File: config.mk
export PLATFORM = sky130hd
export DESIGN_NAME = alu_exec_unit
export DESIGN_NICKNAME = d
export VERILOG_FILES = /design/src/rtl/alu_exec_unit_pkg.sv /design/src/rtl/alu_exec_unit_fifo.sv /design/src/rtl/alu_exec_unit.sv
export SDC_FILE = /design/constraint.sdc
export NUM_CORES = 1
export LEC_CHECK = 0
export CAP_MARGIN = 25
export CORE_MARGIN = 5
export CORE_UTILIZATION = 56
export CTS_CLUSTER_DIAMETER = 60
export DETAILED_ROUTE_END_ITERATION = 10
export PLACE_DENSITY_LB_ADDON = 0.2
export RECOVER_POWER = 25
export SETUP_SLACK_MARGIN = 0.05
export SYNTH_ARGS = -nofsm -noshare
export SYNTH_HDL_FRONTEND = slang
export SYNTH_HIERARCHICAL = 1
export SYNTH_SLANG_ARGS = --single-unit
File: constraint.sdc
create_clock -name clk_in -period 6 [get_ports clk_in]
set_input_delay 0.9 -clock clk_in [delete_from_list [all_inputs] [get_ports clk_in]]
set_output_delay 0.9 -clock clk_in [all_outputs]
set_load 0.01 [all_outputs]
File: src/rtl/alu_exec_unit_pkg.sv
// Shared definitions for the integer execute stage: opcodes, funct3 encodings
// and the CDB result entry.
package alu_exec_unit_pkg;

  localparam logic [6:0] OP_R  = 7'b0110011;
  localparam logic [6:0] OP_I  = 7'b0010011;
  localparam logic [6:0] OP_BR = 7'b1100011;

  typedef enum logic [2:0] {
    F3_ADD  = 3'b000,
    F3_SLL  = 3'b001,
    F3_SLT  = 3'b010,
    F3_SLTU = 3'b011,
    F3_XOR  = 3'b100,
    F3_SR   = 3'b101,
    F3_OR   = 3'b110,
    F3_AND  = 3'b111
  } alu_f3_e;

  typedef enum logic [2:0] {
    F3_BEQ  = 3'b000,
    F3_BNE  = 3'b001,
    F3_BR2  = 3'b010,
    F3_BR3  = 3'b011,
    F3_BLT  = 3'b100,
    F3_BGE  = 3'b101,
    F3_BLTU = 3'b110,
    F3_BGEU = 3'b111
  } br_f3_e;

  typedef struct packed {
    logic [4:0]  rob_id;
    logic [31:0] value;
  } cdb_entry_t;

endpackage

File: src/rtl/alu_exec_unit_fifo.sv
// Result FIFO between ALU compute and the CDB slot: pointers, count,
// registered almost-full threshold, sticky overflow and synchronous flush.
module alu_result_fifo
  import alu_exec_unit_pkg::*;
#(
  parameter int unsigned DEPTH = 4
) (
  input  logic       clk,
  input  logic       rst_n,
  input  logic       rdy,
  input  logic       flush,
  input  logic       push_req,
  input  cdb_entry_t wdata,
  input  logic       pop_req,
  output cdb_entry_t rdata,
  output logic       not_empty,
  output logic       almost_full,
  output logic       ovf
);

  localparam int unsigned AW = $clog2(DEPTH);
  localparam int unsigned CW = AW + 1;
  localparam logic [CW-1:0] C_FULL = CW'(DEPTH);
  localparam logic [CW-1:0] C_THR  = CW'(DEPTH - 2);

  cdb_entry_t      r_mem [DEPTH];
  logic [AW-1:0]   r_wr_ptr;
  logic [AW-1:0]   r_rd_ptr;
  logic [CW-1:0]   r_count;
  logic            r_almost_full;
  logic            r_ovf;

  logic            w_full;
  logic            w_push;
  logic            w_pop;
  logic            w_do_push;
  logic [CW-1:0]   w_count_nxt;

  assign w_full    = (r_count == C_FULL);
  assign w_push    = push_req && rdy && !flush;
  assign w_pop     = pop_req && (r_count != '0) && rdy && !flush;
  // A pop in the same cycle frees the slot, so a push at full is still legal.
  assign w_do_push = w_push && (!w_full || w_pop);

  always_comb begin
    w_count_nxt = r_count;
    if (w_do_push && !w_pop)      w_count_nxt = r_count + 1'b1;
    else if (!w_do_push && w_pop) w_count_nxt = r_count - 1'b1;
  end

  always_ff @(posedge clk or negedge rst_n) begin
    if (!rst_n) begin
      r_wr_ptr      <= '0;
      r_rd_ptr      <= '0;
      r_count       <= '0;
      r_almost_full <= 1'b0;
      r_ovf         <= 1'b0;
    end else if (flush) begin
      r_wr_ptr      <= '0;
      r_rd_ptr      <= '0;
      r_count       <= '0;
      r_almost_full <= 1'b0;
    end else if (rdy) begin
      if (w_do_push) r_wr_ptr <= r_wr_ptr + 1'b1;
      if (w_pop)     r_rd_ptr <= r_rd_ptr + 1'b1;
      if (w_push && w_full && !w_pop) r_ovf <= 1'b1;
      r_count       <= w_count_nxt;
      r_almost_full <= (w_count_nxt >= C_THR);
    end
  end

  always_ff @(posedge clk) begin
    if (w_do_push) r_mem[r_wr_ptr] <= wdata;
  end

  // Head is forced to zero when empty so reset clears outputs without touching storage.
  assign not_empty   = (r_count != '0);
  assign rdata       = not_empty ? r_mem[r_rd_ptr] : '0;
  assign almost_full = r_almost_full;
  assign ovf         = r_ovf;

endmodule

File: src/rtl/alu_exec_unit.sv
// RV32I integer execute stage: combinational compute of the issued op,
// results queued in alu_result_fifo and offered on the ALU CDB slot.
module alu_exec_unit
  import alu_exec_unit_pkg::*;
#(
  parameter int unsigned DEPTH = 4
) (
  input  logic        clk_in,
  input  logic        rst_n_in,
  input  logic        rdy_in,
  input  logic        _clear,
  input  logic        _alu_ready,
  input  logic [4:0]  _alu_rob_id,
  input  logic [6:0]  _alu_type,
  input  logic [3:0]  _alu_op,
  input  logic [31:0] _alu_v1,
  input  logic [31:0] _alu_v2,
  output logic        _alu_full,
  input  logic        _cdb_grant,
  output logic        _cdb_ready,
  output logic [4:0]  _cdb_rob_id,
  output logic [31:0] _cdb_value,
  output logic        _alu_ovf
);

  logic [31:0] w_result;
  logic        w_alt;
  logic [4:0]  w_shamt;
  logic        w_lt;
  logic        w_ltu;
  alu_f3_e     w_f3;
  br_f3_e      w_bf3;
  cdb_entry_t  w_wdata;
  cdb_entry_t  w_head;

  assign w_f3    = alu_f3_e'(_alu_op[2:0]);
  assign w_bf3   = br_f3_e'(_alu_op[2:0]);
  assign w_shamt = _alu_v2[4:0];
  assign w_lt    = $signed(_alu_v1) < $signed(_alu_v2);
  assign w_ltu   = _alu_v1 < _alu_v2;
  // funct7[5] selects sub/sra for R-type; for I-type only srai uses it.
  assign w_alt   = _alu_op[3] && ((_alu_type == OP_R) || (w_f3 == F3_SR));

  always_comb begin
    w_result = _alu_v1 + _alu_v2;
    if ((_alu_type == OP_R) || (_alu_type == OP_I)) begin
      case (w_f3)
        F3_ADD:  w_result = w_alt ? (_alu_v1 - _alu_v2) : (_alu_v1 + _alu_v2);
        F3_SLL:  w_result = _alu_v1 << w_shamt;
        F3_SLT:  w_result = {31'd0, w_lt};
        F3_SLTU: w_result = {31'd0, w_ltu};
        F3_XOR:  w_result = _alu_v1 ^ _alu_v2;
        F3_SR:   w_result = w_alt ? 32'($signed(_alu_v1) >>> w_shamt) : (_alu_v1 >> w_shamt);
        F3_OR:   w_result = _alu_v1 | _alu_v2;
        F3_AND:  w_result = _alu_v1 & _alu_v2;
        default: w_result = '0;
      endcase
    end else if (_alu_type == OP_BR) begin
      case (w_bf3)
        F3_BEQ:  w_result = {31'd0, _alu_v1 == _alu_v2};
        F3_BNE:  w_result = {31'd0, _alu_v1 != _alu_v2};
        F3_BLT:  w_result = {31'd0, w_lt};
        F3_BGE:  w_result = {31'd0, !w_lt};
        F3_BLTU: w_result = {31'd0, w_ltu};
        F3_BGEU: w_result = {31'd0, !w_ltu};
        default: w_result = '0;
      endcase
    end
  end

  assign w_wdata.rob_id = _alu_rob_id;
  assign w_wdata.value  = w_result;

  alu_result_fifo #(.DEPTH(DEPTH)) u_fifo (
    .clk         (clk_in),
    .rst_n       (rst_n_in),
    .rdy         (rdy_in),
    .flush       (_clear),
    .push_req    (_alu_ready),
    .wdata       (w_wdata),
    .pop_req     (_cdb_grant),
    .rdata       (w_head),
    .not_empty   (_cdb_ready),
    .almost_full (_alu_full),
    .ovf         (_alu_ovf)
  );

  assign _cdb_rob_id = w_head.rob_id;
  assign _cdb_value  = w_head.value;

endmodule

==> flow_summary.ini <==
[run_status]
outcome = complete, but fails checks
violations = max-capacitance violations, max-slew violations

[logic_synthesis]
synth.most_common_cell = nor2_1
ys_top_cells_by_area = edfxtp_1, mux4_2, ha_1, a21oi_1, mux2i_1
ys_warn_count = 6
ys_top_cells_by_count = nor2_1, edfxtp_1, nand2_1, a21oi_1, ha_1
largest_family_of_logic_cells_by_synthesized_area = compound AO/OA/AOI/OAI gates
synth_area_per_cell_um2 = 9.531
yosysTopAreaCell = edfxtp_1
post_synth_simple_gate_area = 0.1345
seq_area_frac_synth = 0.2892
area_share_of_fa_ha_maj_cells_after_synthesis = 0.08308
yosys_register_bits = 157
synth-compound-area-share = 0.2133
synthesized_net_count = 1886
synth_edf_count = 148
asyncSetResetFlopFracSynth = 0.05732
synth_cells = 1694
post_synth_mux_area_share = 0.1892
netlist.area_leader.share = 0.2753
synth.cell_area_um2 = 16150
synth_xor_area_frac = 0.02550
ys_types = 100
dominant_synthesized_flop_cell = edfxtp_1

[timing]
fin_worst_skew_ns = 0.01156
final.min_clock_period_ns = 4.634
worst_slew_pin_slew_ns = 2.783
timing_hold_violations_final = 0
worst_slew_margin_rel = -0.8563
tns_ns = 0
clock.fmax_mhz = 215.8
timing.final.crit_share = 0.7723
finalSetupViolCount = 0
setup_repair_after_global_routing_missed_its_margin = false
slew_viol_final = 114

[layout]
share_of_layout_cells_above_drive_strength_1 = 0.1268
final_core_util = 0.6380
finish.net_count = 1955
flow.area_growth_from_synthesis_pct = 12.80
n_fill_cell = 2344
antenna_cells_inserted = 0

[critical_path]
cp_data_arrival_time_ns = 4.94
rr_startpoint = u_fifo/r_count[1]$_DFFE_PN0P_
path_class = in -> reg
cp_data_required_time_ns = 6.31
worstSetupEndpointType = flop
crit_path_start = _alu_v1[4]
start_kind = input port
largest_driver_fanout_on_the_critical_path = 11

[run]
timing.max_cap.violations = 3

[pwr]
cellPowerDensity_nw_per_um2 = 214.0
p_comb_frac = 0.363
total_switching_power_mw = 1.273
clockPowerShare = 0.307
seqPwrFrac = 0.330
internal-power_mw = 2.624
worst_ir_drop_vdd_mv = 0.1435
switching_share = 0.3267
leakage_nw = 6.858

[detailed_routing]
route.detailed.wl_per_inst_um = 28.04
first_pass_iters = 6
drc_errors = 0
drt-total-wl_um = 60320
1st_iter_drt_viols = 2404
post_drt_antenna_nets = 0
vias = 15080
routed_via_density = 7.011

[placement]
hpwlAfterDp_um = 44810
finalWeightedCongestion = 1.001
buffer_ports.inserted = 125

[worst_hold_path]
holdCritPathClass = reg -> reg
hold_start = u_fifo/ovf$_DFFE_PN0P_

[clock_network]
number_of_buffers_inserted_during_clock_tree_synthesis = 25
cts_tree = built
cts.clk_slew.worst_paths_ns = 0.05
root_buffer = clkbuf_16
sinks_on_clock_net = 157
max-clock-path-buffers = 3
worstSkewPairLatency_ns = 0.46
post_cts_hold_buffer_count = 0
postCtsSetupBuffers = 0
cts.repair.resized = 0
cts_max_level = 4

[die]
floorplan.die.height_um = 179.8
die_width_um = 179.8
floorplan_die_area_um2 = 32330
fp-row-count = 62
floorplan.io_pins = 126
core-area_um2 = 28550
floorplan.initialDensity = 0.5656

[global_route]
global_route_usage_over_all_layers = 0.3594
grt_start_max_net_pins = 70
number_of_global_route_vias_before_repair = 14700
grt_antenna_before_repair = 2
grt_remaining_overflow = 0
grt_first_pass_wirelength_um = 90670
==> final cells by class <==
type	instances	area, um2	area share
Timing Repair Buffer	168	1564	0.08588
Clock buffer	27	643.1	0.03531
Tap cell	384	480.5	0.02638
Multi-Input combinational cell	1305	10410	0.5717
Inverter	106	397.9	0.02185
Sequential cell	157	4671	0.2565
Clock inverter	4	43.79	0.002405
==> cells by family (layout without fill, tap and decap cells) <==
kind of cell / after synthesis / count (layout)
DFF: 157 / 157
muxes: 177 / 177
buffers and inverters: 232 / 305
xor gates and xnor gates: 47 / 47
and+or+nand+nor: 463 / 463
adders and majority gates: 106 / 106
AOI/OAI and AO/OA: 512 / 512
==> path summary, 6_finish.rpt <==
check | endpoint | slack [ns] | cells past startpoint
worst max-delay path | u_fifo/r_mem[1][0]$_DFFE_PP_ | 1.37 | 13
worst min-delay path | u_fifo/ovf$_DFFE_PN0P_ | 0.48 | 2
worst max register to register | u_fifo/r_mem[0][21]$_DFFE_PP_ | 2.15 | 6
worst min register to register | u_fifo/ovf$_DFFE_PN0P_ | 0.48 | 2
max in group asynchronous | u_fifo/r_rd_ptr[0]$_DFFE_PN0P_ | 4.84 | 1
min in group asynchronous | u_fifo/r_count[1]$_DFFE_PN0P_ | 0.82 | 1
==> power by group through the flow <==
stage | Sequential, mW | Clock (mW) | Combinational [mW]
4_1_cts | 1.29 | 1.21 | 1.38
2_1_floorplan | 1.29 | 0 | 0.890
3_3_place_gp | 1.30 | 0 | 1.34
3_5_place_dp | 1.31 | 0 | 1.37
5_1_grt | 1.29 | 1.27 | 1.50
6_report | 1.29 | 1.19 | 1.42
==> per-stage QoR <==
stage / hold WS, ns / setup slack [ns] / instances / area, um2 / total power [mW]
after CTS: 0.4912 / 1.487 / 2151 / 18240 / 3.877
final: 0.4843 / 1.366 / 2151 / 18210 / 3.897
after global routing: 0.5317 / 1.176 / 2151 / 18210 / 4.061
after floorplan: 0.5025 / 1.476 / 1694 / 16150 / 2.184
after global placement: 0.4623 / 1.126 / 2120 / 17550 / 2.649
after detailed placement: 0.4824 / 1.034 / 2120 / 17550 / 2.675
==> state kept, by name, indices dropped and copies added (netlist names) <==
register and flops:
u_fifo/r_mem 148, u_fifo/r_wr_ptr 2, u_fifo/r_count 3, u_fifo/almost_full 1, u_fifo/r_rd_ptr 2, u_fifo/ovf 1
==> critical path, stage by stage <==
cell and delay (ns):
clkdlybuf4s50_1 0.71, inv_1 0.08, ha_1 0.59, nor2b_1 0.18, a2111oi_4 0.42, nor4_2 0.12
nor4_2 0.47, nor3_1 0.20, a21oi_1 0.34, a21oi_1 0.13, xor2_1 0.19, o311ai_0 0.38
buf_4 0.22
==> metal layers <==
metal,share of wire,vias up,global-route usage
li1,-,6521,-
met1,0.39,7335,0.4857
met2,0.45,1039,0.5682
met3,0.099,182,0.05214
met4,0.059,4,0.1823
met5,0.00045,-,0
==> layout by cell type (no fill, tap or decap), types with 20 or more instances in the layout <==
| cell | instances |
|---|---|
| o21ai_0 | 87 |
| xnor2_1 | 35 |
| and2_1 | 44 |
| nor3_1 | 29 |
| nand3_1 | 22 |
| mux2i_1 | 58 |
| clkbuf_16 | 25 |
| inv_1 | 99 |
| mux4_2 | 93 |
| edfxtp_1 | 148 |
| clkdlybuf4s50_1 | 111 |
| nor2_1 | 154 |
| ha_1 | 104 |
| a21oi_1 | 142 |
| o211ai_1 | 23 |
| nand2_1 | 145 |
| a21o_1 | 20 |
| buf_4 | 43 |
| a211oi_1 | 25 |
No activity file was read; power rests on OpenSTA's default activity.
